[src/rtl/euler_result_printer.sv]
// Euler result printer: captures a solver result, converts it to decimal with a
// sequential double-dabble, then streams the digits (leading zeros suppressed)
// followed by a terminator byte over a valid/ready byte interface.
module euler_result_printer #(
  parameter int unsigned WIDTH      = 64,
  parameter int unsigned DIGITS     = 20,
  parameter logic [7:0]  TERMINATOR = 8'h0A
) (
  input  logic             i_clk,
  input  logic             i_reset,
  input  logic             i_results_valid,
  input  logic [WIDTH-1:0] i_results,
  output logic             o_char_valid,
  output logic [7:0]       o_char_data,
  input  logic             i_char_ready,
  output logic             o_busy,
  output logic             o_done
);

  localparam int unsigned CntW = $clog2(WIDTH + 1);
  localparam int unsigned IdxW = (DIGITS > 1) ? $clog2(DIGITS) : 1;
  localparam int unsigned BcdW = 4 * DIGITS;

  typedef enum logic [2:0] {
    StIdle,
    StConvert,
    StSkip,
    StEmit,
    StTerm,
    StDone
  } state_e;

  state_e            r_state;
  logic [WIDTH-1:0]  r_bin;
  logic [BcdW-1:0]   r_bcd;
  logic [CntW-1:0]   r_cnt;
  logic [IdxW-1:0]   r_idx;

  state_e            w_state_d;
  logic [WIDTH-1:0]  w_bin_d;
  logic [BcdW-1:0]   w_bcd_d;
  logic [CntW-1:0]   w_cnt_d;
  logic [IdxW-1:0]   w_idx_d;

  logic [BcdW-1:0]   w_bcd_adj;
  logic [3:0]        w_cur_digit;

  // Double-dabble correction: every digit >= 5 gets +3 before the shift.
  always_comb begin
    w_bcd_adj = r_bcd;
    for (int i = 0; i < DIGITS; i++) begin
      if (r_bcd[4*i +: 4] >= 4'd5) begin
        w_bcd_adj[4*i +: 4] = r_bcd[4*i +: 4] + 4'd3;
      end
    end
  end

  // Select the BCD digit addressed by the emit/skip index.
  always_comb begin
    w_cur_digit = 4'h0;
    for (int i = 0; i < DIGITS; i++) begin
      if (IdxW'(i) == r_idx) begin
        w_cur_digit = r_bcd[4*i +: 4];
      end
    end
  end

  // Next-state and output decode; outputs depend on state only, never on ready.
  always_comb begin
    w_state_d    = r_state;
    w_bin_d      = r_bin;
    w_bcd_d      = r_bcd;
    w_cnt_d      = r_cnt;
    w_idx_d      = r_idx;
    o_char_valid = 1'b0;
    o_char_data  = 8'h00;
    o_done       = 1'b0;

    unique case (r_state)
      StIdle: begin
        if (i_results_valid) begin
          w_bin_d   = i_results;
          w_bcd_d   = '0;
          w_cnt_d   = '0;
          w_idx_d   = '0;
          w_state_d = StConvert;
        end
      end

      StConvert: begin
        {w_bcd_d, w_bin_d} = {w_bcd_adj, r_bin} << 1;
        w_cnt_d = r_cnt + 1'b1;
        if (r_cnt == CntW'(WIDTH - 1)) begin
          w_idx_d   = IdxW'(DIGITS - 1);
          w_state_d = StSkip;
        end
      end

      // Walk down past leading zeros; digit 0 is always printed.
      StSkip: begin
        if ((w_cur_digit == 4'h0) && (r_idx != '0)) begin
          w_idx_d = r_idx - 1'b1;
        end else begin
          w_state_d = StEmit;
        end
      end

      StEmit: begin
        o_char_valid = 1'b1;
        o_char_data  = 8'h30 + {4'h0, w_cur_digit};
        if (i_char_ready) begin
          if (r_idx == '0) begin
            w_state_d = StTerm;
          end else begin
            w_idx_d = r_idx - 1'b1;
          end
        end
      end

      StTerm: begin
        o_char_valid = 1'b1;
        o_char_data  = TERMINATOR;
        if (i_char_ready) begin
          w_state_d = StDone;
        end
      end

      StDone: begin
        o_done    = 1'b1;
        w_state_d = StIdle;
      end

      default: begin
        w_state_d = StIdle;
      end
    endcase
  end

  assign o_busy = (r_state != StIdle);

  // State and datapath registers with synchronous reset.
  always_ff @(posedge i_clk) begin
    if (i_reset) begin
      r_state <= StIdle;
      r_bin   <= '0;
      r_bcd   <= '0;
      r_cnt   <= '0;
      r_idx   <= '0;
    end else begin
      r_state <= w_state_d;
      r_bin   <= w_bin_d;
      r_bcd   <= w_bcd_d;
      r_cnt   <= w_cnt_d;
      r_idx   <= w_idx_d;
    end
  end

endmodule

[config.mk]
export PLATFORM = sky130hd
export DESIGN_NAME = euler_result_printer
export DESIGN_NICKNAME = d
export VERILOG_FILES = /design/src/rtl/euler_result_printer.sv
export SDC_FILE = /design/constraint.sdc
export NUM_CORES = 1
export LEC_CHECK = 0
export CORE_MARGIN = 4
export CORE_UTILIZATION = 59
export DETAILED_ROUTE_END_ITERATION = 8
export GPL_ROUTABILITY_DRIVEN = 1
export PLACE_DENSITY = 0.81
export SLEW_MARGIN = 20
export SYNTH_ARGS = -nofsm -noshare
export SYNTH_HDL_FRONTEND = slang
export SYNTH_SLANG_ARGS = --single-unit
[constraint.sdc]
create_clock -name i_clk -period 3.75 [get_ports i_clk]
set_input_delay 0.375 -clock i_clk [delete_from_list [all_inputs] [get_ports i_clk]]
set_output_delay 0.375 -clock i_clk [all_outputs]
set_load 0.05 [all_outputs]
== After elaboration in Yosys (flattened, before gate mapping) ==
Index checks and enable logic that the tools add are counted.
Operators by class
  $add $sub $neg: 23
  $lt $le $gt $ge: 20
  equality and inequality tests: 33
  muxes and demuxes: 62
  reduce and logical (&&, ||, !) cells: 12
Operator list (number)
  $pmux 80 s2: 1
  $mux 4: 39
  $pmux 64 s2: 1
  $ge 4x3->1 const B: 20
  $mux 80: 1
  $add 4x2->4 const B: 19
  $mux 64: 1
  $eq 4x5->1 const A: 8
  $pmux 7 s2: 2
  $mux 5: 5
  $mux 3: 7
  $eq 3x5->1 const A: 4
  $eq 5x5->1 const A: 4
  $pmux 5 s4: 1
  $ne 2x2->1 const B: 8
  $pmux 3 s5: 1
  $reduce_and 6->1: 2
  $eq 2x5->1 const A: 2
  $add 6x4->7 const A: 1
  $add 7x1->7 const B: 1
  $eq 7x6->1 const B: 1
  $mux 7: 1
  $eq 3x2->1 const B: 2
  $eq 3x3->1 const B: 2
  other kinds (15): 16
Word-level totals
  register bits: 159
  bits of input ports: 68
  output and inout bits: 11
  logic and storage cells: 155

== Longest topological paths before layout ==
Gate-level depths: netlist (run 1).
  depth after elaboration: 25
  mapped depth: 13
  depth with buffers taken out: 10

== Worst setup path after synthesis (run 1) ==
Ideal clock, no wire load.
  path type: register -> output
  start: register r_idx[1]
  end: output port o_char_data[3]
  arrival: 2854 ps
  required time: 3375 ps
  path slack: 521 ps
  cell stages (with the launch flop): 11
  path buffers: 3
  path through: dfxtp_1 inv_1 ha_1 buf_2 buf_2 buf_2 a2111oi_0 o32ai_1 a21oi_1 nor2_1 o21ai_0
Between the ends
  word-level cells in the longest chain between the ends: 23
  elaborated cells between the ends (all ways): 42
  those cells by class: add/sub (1); eq/ne (19); mux (21); reduce/logical (1)
Ends and longest elaborated chain
  start: declaration: RTL line 37  | logic [IdxW-1:0] r_idx;
  start signal: assignment: RTL line 154  | r_idx <= w_idx_d;
  $logic_not 5->1: RTL line 62  | if (IdxW'(i) == r_idx) begin
  $mux 4 (19 in series): RTL line 62
  $mux 4 (*): RTL line 62
  $add 6x4->7 (*): RTL line 110  | o_char_data = 8'h30 + {4'h0, w_cur_digit};
  $pmux 7 s2 (*): RTL line 79  | unique case (r_state)
  end: declaration: RTL line 14  | output logic [7:0] o_char_data,
Every way passes the cells marked *; elsewhere a longest branch is shown, timed or not.

== Worst setup path in the final report (run 1) ==
  start: register r_idx[0]
  end: output port o_char_data[3]
The elaborated chain is that of the path after synthesis.

==> out/results.txt, run 1 <==
Initial antenna violation count: 0
Vias in the first global route: 7,642
Final setup fails: 0
Worst setup EP type: primary output
Internal power: 0.003526 W
Drt pass-1 iters: 8
Register Area: 3183 sq um
Fin crit period: 3453 ps
Post-Syn Area: 9007 sq um
Clock buffer count from CTS: 17
Clk sinks: 159
LEAKAGE: 3.495 nW
Clock share of power: 0.274
Most used DFF post-synth: dfxtp_1
Pins Over Slew Limit: 0
Die W: 131.6 microns
Placed Area: 9779 sq um
Post-route DRC: 0
Status: completed
Critical setup path kind: flop to primary output
Met3 global-route usage: 0.06307
Tcrit/Tclk final: 0.9209
Fin Setup TNS: 0 ps
Critical path's slowest cell: dfxtp_1
Fmax: 289.6 MHz
Total gr overflow: 0
Final hold vios: 0
DRT iter0 DRCs: 801
Top post-synthesis cells by area: dfxtp_1 (35%), a21oi_1 (10%), nand2_1 (6.8%)
Peak supply drop: 0.0004645 V
Yosys reg bits: 159
Most numerous cell in the Yosys netlist: a21oi_1
FP Rows: 44
I/O Buffers: 76
Fill count: 1,219
Die area: 17,310 sq um
Worst-case clock buffer depth: 2
Sequential Power Share: 0.347
Max-Cap Viols: 0
Post-DRT Antenna Nets: 0
Slew @ Worst Pin: 939.4 ps
Post-synthesis sequential area ratio: 0.3534
Vias/cell: 6.102
Gr usage total: 0.2481
Net Sw Frac: 0.4130
Cell Pwr Density: 581.1 nW/um^2
Met1 Resource Use GR: 0.3419
I/O pin count: 79
Async SR Flop Fraction: 0
Final GP Congestion: 0.9273
Post-CTS setup buffers: 0
Post-route cell area: 10,340 sq um
Die Y: 131.6 microns
ANT cells: 0
Cell taking the most area after synthesis: dfxtp_1
Clk Latency, worst-skew pair: 440 ps
Worst EP required: 3380 ps
Worst-path clk slew: 70 ps
Worst Hold Class: flop to flop
Pwr Total: 0.006007 W
Worst path arrival time: 3080 ps
Initial Util: 0.6105
Area growth syn-to-layout: 14.77%
Routed via count: 8,549
Reg2reg path depth: 11
Worst Hold Path Cells: 2
Worst path max stage delay: 440 ps
Worst Setup Start Kind: flop
Logic pwr share: 0.378
EDFF count, synth: 0
Post-synth top area share: 0.3534
Final wirelength: 22,040 microns
Largest net degree at the start of global routing: 130
Global-route wire length before repair: 36,810 microns
CTS tree: done
Layout cells sized above 1: 0.05341
Met2 Use GR: 0.3805
Syn avg cell area: 7.588 sq um
H-tree levels: 4
Worst Skew: 8.701 ps
Area of the multi-input gates: 5279 sq um
DPL Wire Length: 14,150 microns
Final #Nets: 1,318
Top cells by count, synth: a21oi_1 (180), nand2_1 (162), dfxtp_1 (159), o21ai_0 (75), nand3_1 (70)
Synth unique cells: 62
Max-slew headroom: 0.3737
Switch Pwr: 0.002481 W
Crit Path Max Fanout: 26
RSZ-0062 raised after global routing: false
Grt peak-use layer: met2
Drt wl/cell: 15.73 microns
Post-Syn Instances: 1,187
Ordered cell list for the critical path: inv_1, ha_2, buf_4, nor2b_1, a2111oi_0, o32ai_1, a21oi_1, nor2_1, o21ai_0, buf_12
YS warnings: 0
Core area: 14,750 sq um
CTS root buf: clkbuf_16
==> worst paths after layout <==
kind | from | to | slack (ps)
hold reg to reg | r_bin[51] | r_bin[51] | 450
setup / recovery | r_idx[0] | o_char_data[3] | 300
hold / removal | r_bin[51] | r_bin[51] | 450
setup reg to reg | r_idx[1] | r_idx[4] | 630
==> power by group through the flow <==
stage	logic, W	clock network, W	registers [W]
after floorplan	0.00180	0	0.00202
after global placement	0.00220	0	0.00210
after detailed placement	0.00223	0	0.00211
after CTS	0.00225	0.00167	0.00208
after global routing	0.00250	0.00175	0.00211
final	0.00227	0.00165	0.00209
==> critical path: cells and delay by family (launching register included) <==
kind,cells,cell delay [ps]
and+or+nand+nor,2,280
AOI/OAI and AO/OA,4,1030
DFF,1,440
buffers and inverters,3,560
adders and majority gates,1,340
==> sequential cells by signal, summed over array words and instances, names as in the netlist <==
register  flops
r_bin        64
r_bcd        80
r_state       3
r_cnt         7
r_idx         5
==> kinds of logic (layout without fill, tap and decap cells) <==
family,count (synthesis),after routing,synth area share
flip-flops,159,159,0.3534
adder cells (fa/ha/maj),46,46,0.06390
AO/OA/AOI/OAI,407,407,0.2749
other,1,2,0.0004163
buffers and inverters,141,170,0.06390
multiplexers,2,2,0.002223
XOR/XNOR,38,38,0.03695
AND/OR/NAND/NOR,393,393,0.2043
==> stage by stage <==
step | hold slack [ps] | worst slack (ps) | utilization | std cells
6_report | 454.6 | 296.8 | 0.7006 | 1401
5_1_grt | 472.2 | 53.57 | 0.7006 | 1401
3_5_place_dp | 447.0 | 525.8 | 0.6628 | 1369
3_3_place_gp | 442.0 | 585.9 | 0.6628 | 1369
4_1_cts | 456.4 | 156.1 | 0.7003 | 1401
2_1_floorplan | 432.2 | 520.9 | - | 1188
==> what timing repair did <==
action	4_1_cts	5_1_grt
endpoints found under the setup margin	0	3
hold buffers	0	0
gates resized for setup	0	2
==> area by class of cell <==
type,count,share of cell area
Clock buffer,18,0.04152
Clock inverter,14,0.01198
Inverter,49,0.01779
Multi-Input combinational cell,888,0.5107
Sequential cell,159,0.3079
Tap cell,184,0.02227
Timing Repair Buffer,89,0.08787
==> per-layer routing <==
metal | vias up | wire (microns)
met5 | - | 0
met4 | 0 | 447
met3 | 43 | 1461
met2 | 273 | 10030
met1 | 3982 | 10100
li1 | 4251 | -
==> cells in the final DEF, fill, tap and decap left out, drive strengths merged, types with 3 or more instances in the layout <==
cell type      netlist  routed
a2111oi              4       4
a211oi               4       4
a21o                 4       4
a21oi              181     181
a22oi               67      67
a31oi               23      23
a32oi                3       3
and2                 6       6
buf                 31      18
clkbuf              61      18
clkdlybuf4s50        0      71
clkinv               0       4
dfxtp              159     159
ha                  46      46
inv                 49      58
nand2              162     162
nand2b              25      25
nand3               70      70
nand3b               7       7
nor2                44      44
nor2b               11      11
nor3                44      44
nor3b               10      10
o211a                4       4
o211ai               6       6
o21a                 4       4
o21ai               79      79
o221a                3       3
o22ai                3       3
o311ai               3       3
o32ai                3       3
or3                  8       8
xnor2               22      22
xor2                16      16
(Power assumes the default switching activity.)
==> inputs of run 2 (changes only) <==
--- a/config.mk
+++ b/config.mk
@@ -7,6 +7,7 @@
 export LEC_CHECK = 0
 export CORE_MARGIN = 4
 export CORE_UTILIZATION = 59
+export CTS_BUF_LIST = sky130_fd_sc_hd__clkbuf_8 sky130_fd_sc_hd__clkbuf_16
 export DETAILED_ROUTE_END_ITERATION = 8
 export GPL_ROUTABILITY_DRIVEN = 1
 export PLACE_DENSITY = 0.81
==> run 2 against run 1 <==
Compared with the run above:
- worst setup slack worse by 4.9 ps
- combinational power is essentially flat
- sequential power hardly changed
- power barely moved
- cell count unchanged
- die area unchanged
- utilization did not move
- routed wire length is 0.49% higher
- via count is 0.21% higher
- clock skew shrank 0.52 ps
- global-route usage unchanged
==> out/results.txt, run 2 (synthesis results as in run 1) <==
Status: completed (unchanged)
Peak supply drop: 0.0004660 V (was 0.0004645 V)
Setup WS pre-CTS: 525.8 ps (unchanged)
Worst-case clock buffer depth: 2 (unchanged)
Fin crit period: 3458 ps (was 3453 ps)
Worst R2R Start: r_idx[1] (unchanged)
Initial Util: 0.6105 (unchanged)
Reg2reg path depth: 11 (unchanged)
Non-Filler Instances: 1,401 (unchanged)
CTS root buf: clkbuf_16 (unchanged)
H-tree levels: 4 (unchanged)
Reg2Reg Setup Slack: 610 ps (was 630 ps)
# hold bufs at CTS: 0 (unchanged)
Worst-path clk slew: 70 ps (about the same)
Vias in the first global route: 7,642 (unchanged)
Die W: 131.6 microns (unchanged)
Worst path arrival time: 3080 ps (about the same)
Post-route DRC: 0 (unchanged)
DRT iter0 DRCs: 801 (unchanged)
Worst Skew: 8.179 ps (was 8.701 ps)
I/O pin count: 79 (unchanged)
WHS: 454.6 ps (about the same)
Max-Cap Viols: 0 (unchanged)
Drt pass-1 iters: 5 (was 8)
DPL Wire Length: 14,150 microns (unchanged)
Initial antenna violation count: 0 (unchanged)
Final hold vios: 0 (unchanged)
Die Y: 131.6 microns (unchanged)
Worst Setup Start Kind: flop (unchanged)
Met3 global-route usage: 0.06307 (unchanged)
FP Rows: 44 (unchanged)
Placed cells: 1,369 (unchanged)
Drt wl/cell: 15.81 microns (was 15.73 microns)
Die area: 17,310 sq um (unchanged)
Critical path origin: r_idx[1] (was r_idx[0])
Pins Over Slew Limit: 0 (unchanged)
Core area: 14,750 sq um (unchanged)
Capturing point of the worst reg2reg path: r_idx[4] (unchanged)
Layout cells sized above 1: 0.05341 (unchanged)
Grt peak-use layer: met2 (unchanged)
Fin Setup TNS: 0 ps (unchanged)
Setup WS post-layout: 291.9 ps (was 296.8 ps)
Finished Core Util: 0.7006 (unchanged)
Met2 Use GR: 0.3805 (unchanged)
Most frequent cells in the layout: a21oi_1 (180), nand2_1 (161), dfxtp_1 (159) (unchanged)
Met1 Resource Use GR: 0.3419 (unchanged)
Worst setup EP type: primary output (unchanged)
Largest net degree at the start of global routing: 130 (unchanged)
Crit path to: o_char_data[1] (was o_char_data[3])
Worst EP required: 3380 ps (about the same)
ANT cells: 0 (unchanged)
Slew @ Worst Pin: 931.8 ps (was 939.4 ps)
Post-DRT Antenna Nets: 0 (unchanged)
Fill count: 1,219 (unchanged)
Clk Latency, worst-skew pair: 440 ps (about the same)
Crit Path Max Fanout: 33 (was 26)
Clk sinks: 159 (unchanged)
Total gr overflow: 0 (unchanged)
Final setup fails: 0 (unchanged)
Cell Pwr Density: 581.3 nW/um^2 (was 581.1 nW/um^2)
Global-route wire length before repair: 36,810 microns (unchanged)
Clock buffer count from CTS: 17 (unchanged)
Max reg flops: 80 (unchanged)
Commonest non-fill, non-tap cell in the layout: a21oi_1 (unchanged)
Routed via count: 8,567 (was 8,549)
Final GP Congestion: 0.9273 (unchanged)
Final #Nets: 1,318 (unchanged)
RSZ-0062 raised after global routing: false (unchanged)
Max-slew headroom: 0.3788 (was 0.3737)
Fmax: 289.2 MHz (was 289.6 MHz)
Final wirelength: 22,150 microns (was 22,040 microns)
Critical setup path kind: flop to primary output (unchanged)
Vias/cell: 6.115 (was 6.102)
LEAKAGE: 3.499 nW (was 3.495 nW)
Largest reg by FF count: r_bcd (unchanged)
Gr usage total: 0.2481 (unchanged)
Tcrit/Tclk final: 0.9222 (was 0.9209)
Area growth syn-to-layout: 14.77% (unchanged)
CTS tree: done (unchanged)
Worst Hold Class: flop to flop (unchanged)
I/O Buffers: 76 (unchanged)
Largest registers: r_bcd: 80 flops, r_bin: 64 flops, r_cnt: 7 flops (unchanged)
==> run 2: per-layer routing <==
metal | share of wire | wire length (microns) | vias to the layer above
met4 | 0.018 | 405 | 0
met5 | 0 | 0 | -
met3 | 0.072 | 1598 | 35
met1 | 0.46 | 10080 | 3992
met2 | 0.45 | 10070 | 293
li1 | - | - | 4247
==> run 2: what timing repair did <==
action | in CTS | in global routing
setup endpoints to repair | 0 | 3
setup buffers | 0 | 0
hold endpoints to repair | 0 | 0
gates resized for setup | 0 | 2
==> run 2: worst max-delay path: stages (launching register included) <==
cell	delay [ps]
dfxtp_1	420
inv_1	110
ha_1	320
buf_4	290
o211a_1	250
a31oi_1	150
o211ai_1	120
o311ai_2	510
o21ai_0	260
buf_12	210
==> run 2: worst min-delay path by stage <==
stage | startpoint | to | slack [ps] | cells past startpoint
detailed placement | r_bin[59] | r_bin[59] | 450 | 2
global route | r_bin[46] | r_bin[46] | 470 | 2
global placement | r_bin[47] | r_bin[47] | 440 | 2
CTS | r_bin[51] | r_bin[51] | 460 | 2
floorplan | r_bin[63] | r_bcd[0] | 430 | 2
finish | r_bin[51] | r_bin[51] | 450 | 2
==> run 2: per-stage QoR <==
stage | power [W] | cell area [sq um]
floorplan | 0.003821 | 9011
global placement | 0.004308 | 9779
detailed placement | 0.004347 | 9779
CTS | 0.005989 | 10330
global route | 0.006365 | 10340
finish | 0.006010 | 10340
==> run 2: power by group <==
part	switching [W]	internal, W
Clock	0.000777	0.000871
Combinational	0.00152	0.000758
Sequential	0.000191	0.00189
==> run 2: final cells by class <==
type                       instances  area [sq um]  area share
multi-input combinational        888          5279      0.5107
sequential                       159          3183      0.3079
timing repair buffer              89         908.4     0.08787
clock buffer                      17         425.4     0.04115
tap                              184         230.2     0.02227
inverter                          49         183.9     0.01779
clock inverter                    15         127.6     0.01235
==> inputs of run 3 (changes only) <==
--- a/config.mk
+++ b/config.mk
@@ -5,12 +5,12 @@
 export SDC_FILE = /design/constraint.sdc
 export NUM_CORES = 1
 export LEC_CHECK = 0
-export CORE_MARGIN = 4
 export CORE_UTILIZATION = 59
 export CTS_BUF_LIST = sky130_fd_sc_hd__clkbuf_8 sky130_fd_sc_hd__clkbuf_16
 export DETAILED_ROUTE_END_ITERATION = 8
 export GPL_ROUTABILITY_DRIVEN = 1
 export PLACE_DENSITY = 0.81
+export SETUP_SLACK_MARGIN = 0.02
 export SLEW_MARGIN = 20
 export SYNTH_ARGS = -nofsm -noshare
 export SYNTH_HDL_FRONTEND = slang
==> run 3 against run 2 <==
Compared with the run above:
- sequential power about the same
- critical path depth is 1 higher
- largest power group unchanged
- routed wire length shrank 1.5%
==> out/results.txt, run 3 (synthesis results as in run 1) <==
Grt peak-use layer: met2 (unchanged)
Initial antenna violation count: 0 (unchanged)
Post-DRT Antenna Nets: 0 (unchanged)
Initial Util: 0.6128 (was 0.6105)
Clk sinks: 159 (unchanged)
Worst Skew: 6.229 ps (was 8.179 ps)
Final wirelength: 21,820 microns (was 22,150 microns)
Clock buffer count from CTS: 17 (unchanged)
FP Rows: 44 (unchanged)
Fin crit period: 3345 ps (was 3458 ps)
Met2 Use GR: 0.4493 (was 0.3805)
Die W: 125.6 microns (was 131.6 microns)
Worst R2R Start: r_idx[0] (was r_idx[1])
Clk Latency, worst-skew pair: 430 ps (was 440 ps)
Buf/Inv on CP: 3 (unchanged)
Final hold vios: 0 (unchanged)
Placed Area: 9809 sq um (was 9779 sq um)
Global-route wire length before repair: 36,620 microns (was 36,810 microns)
Vias in the first global route: 7,892 (was 7,642)
Status: completed (unchanged)
Worst Setup Start Kind: flop (unchanged)
Crit path to: o_char_data[1] (unchanged)
Fmax: 299.0 MHz (was 289.2 MHz)
ANT cells: 0 (unchanged)
Tcrit/Tclk final: 0.8920 (was 0.9222)
CTS tree: done (unchanged)
CTS-repair resized insts: 0 (unchanged)
DPL Wire Length: 14,040 microns (was 14,150 microns)
Core area: 14,700 sq um (was 14,750 sq um)
Die Y: 125.6 microns (was 131.6 microns)
Vias/cell: 6.106 (was 6.115)
Reg2Reg Setup Slack: 780 ps (was 610 ps)
Drt wl/cell: 15.53 microns (was 15.81 microns)
Max-slew headroom: 0.3199 (was 0.3788)
Critical path's slowest cell: ha_2 (was o311ai_2)
LEAKAGE: 3.524 nW (was 3.499 nW)
Critical path origin: r_idx[1] (unchanged)
Met3 global-route usage: 0.07531 (was 0.06307)
Worst path arrival time: 2970 ps (was 3080 ps)
Cell Pwr Density: 585.2 nW/um^2 (was 581.3 nW/um^2)
Drt pass-1 iters: 5 (unchanged)
DRT iter0 DRCs: 685 (was 801)
Largest net degree at the start of global routing: 130 (unchanged)
Capturing point of the worst reg2reg path: r_idx[4] (unchanged)
Reg2reg path depth: 9 (was 11)
Worst EP required: 3380 ps (about the same)
Worst-path clk slew: 70 ps (about the same)
Max reg flops: 80 (unchanged)
RSZ-0062 raised after global routing: false (unchanged)
Critical setup path kind: flop to primary output (unchanged)
Largest registers: r_bcd: 80 flops, r_bin: 64 flops, r_cnt: 7 flops (unchanged)
I/O pin count: 79 (unchanged)
Post-CTS setup buffers: 0 (unchanged)
Worst-case clock buffer depth: 2 (unchanged)
Post-route DRC: 0 (unchanged)
Slew @ Worst Pin: 1017 ps (was 931.8 ps)
Die area: 15,770 sq um (was 17,310 sq um)
Fin Setup TNS: 0 ps (unchanged)
Routed via count: 8,579 (was 8,567)
Peak supply drop: 0.0004905 V (was 0.0004660 V)
Post-route cell area: 10,400 sq um (was 10,340 sq um)
Met1 Resource Use GR: 0.3655 (was 0.3419)
H-tree levels: 4 (unchanged)
Final setup fails: 0 (unchanged)
Layout cells sized above 1: 0.05815 (was 0.05341)
WP depth: 10 (was 9)
Largest reg by FF count: r_bcd (unchanged)
I/O Buffers: 76 (unchanged)
Area growth syn-to-layout: 15.46% (was 14.77%)
Most frequent cells in the layout: a21oi_1 (180), nand2_1 (161), dfxtp_1 (159) (unchanged)
Worst setup EP type: primary output (unchanged)
Pins Over Slew Limit: 0 (unchanged)
Commonest non-fill, non-tap cell in the layout: a21oi_1 (unchanged)
Worst Hold Class: primary input to flop (was flop to flop)
Final GP Congestion: 0.9276 (was 0.9273)
Gr usage total: 0.2791 (was 0.2481)
Worst path max stage delay: 450 ps (was 510 ps)
Delay-heaviest family, CP: compound AO/OA/AOI/OAI gates (unchanged)
Ordered cell list for the critical path: inv_1, ha_2, buf_4, a21oi_1, o211a_1, o22ai_1, or3_1, o311ai_2, o21ai_0, buf_12 (was inv_1, ha_1, buf_4, o211a_1, a31oi_1, o211ai_1, o311ai_2, o21ai_0, buf_12)
Final #Nets: 1,322 (was 1,318)
CTS root buf: clkbuf_16 (unchanged)
# hold bufs at CTS: 0 (unchanged)
Total gr overflow: 0 (unchanged)
Crit Path Max Fanout: 24 (was 33)
Max-Cap Viols: 0 (unchanged)
[run 3: cell types whose count changed in the layout (fill, tap and decap cells not counted), sizes merged]
cell,delta
inv,-3
buf,+4
clkinv,+2
bufinv,+1
[run 3: worst min-delay path by stage]
| stage | start | to | cells after the start | slack (ps) |
|---|---|---|---|---|
| floorplan | r_bin[63] | r_bcd[0] | 2 | 430 |
| global placement | r_bin[13] | r_bin[13] | 2 | 440 |
| detailed placement | r_bin[49] | r_bin[49] | 2 | 450 |
| CTS | i_reset | r_state[1] | 2 | 340 |
| global route | i_reset | r_state[1] | 2 | 350 |
| finish | i_reset | r_state[1] | 2 | 340 |
[run 3: where the power goes]
group	switching [W]	internal [W]	leakage, nW	total, W
clock	0.000764	0.000936	0.287	0.00170
sequential	0.000186	0.00189	1.29	0.00208
combinational	0.00152	0.000785	1.95	0.00230
[run 3: layout make-up]
class,instances,area [sq um]
Sequential cell,159,3183
Tap cell,184,230.2
Multi-Input combinational cell,888,5284
Timing Repair Buffer,93,938.4
Clock buffer,17,425.4
Clock inverter,15,155.1
Inverter,49,183.9
Fill cell,1212,4299
[run 3: worst reg2reg max path, cell delays in order (launching register included)]
cell and delay (ps):
dfxtp_1 420, ha_2 500, inv_1 300, o221a_2 350, o21ai_0 180, a32oi_1 150
o21ai_2 250, a41oi_4 190, or3_1 390, o2111a_1 130
[run 3: through the flow]
step                      total power [W]  instances  setup WS [ps]    util  hold slack, ps
after CTS                        0.006066       1405          114.0  0.7068           342.0
after detailed placement         0.004381       1373          536.4  0.6673           446.7
after global placement           0.004350       1373          629.5  0.6673           442.3
after floorplan                  0.003821       1188          520.9       -           432.2
after global routing             0.006438       1405          134.3  0.7075           347.7
final                            0.006086       1405          405.2  0.7075           343.0
[run 3: routing by layer]
| layer | wire [microns] | up-vias | share of wire |
|---|---|---|---|
| li1 | - | 4250 | - |
| met1 | 9803 | 4056 | 0.45 |
| met2 | 10300 | 249 | 0.47 |
| met3 | 1423 | 24 | 0.065 |
| met4 | 286 | 0 | 0.013 |
| met5 | 0 | - | 0 |
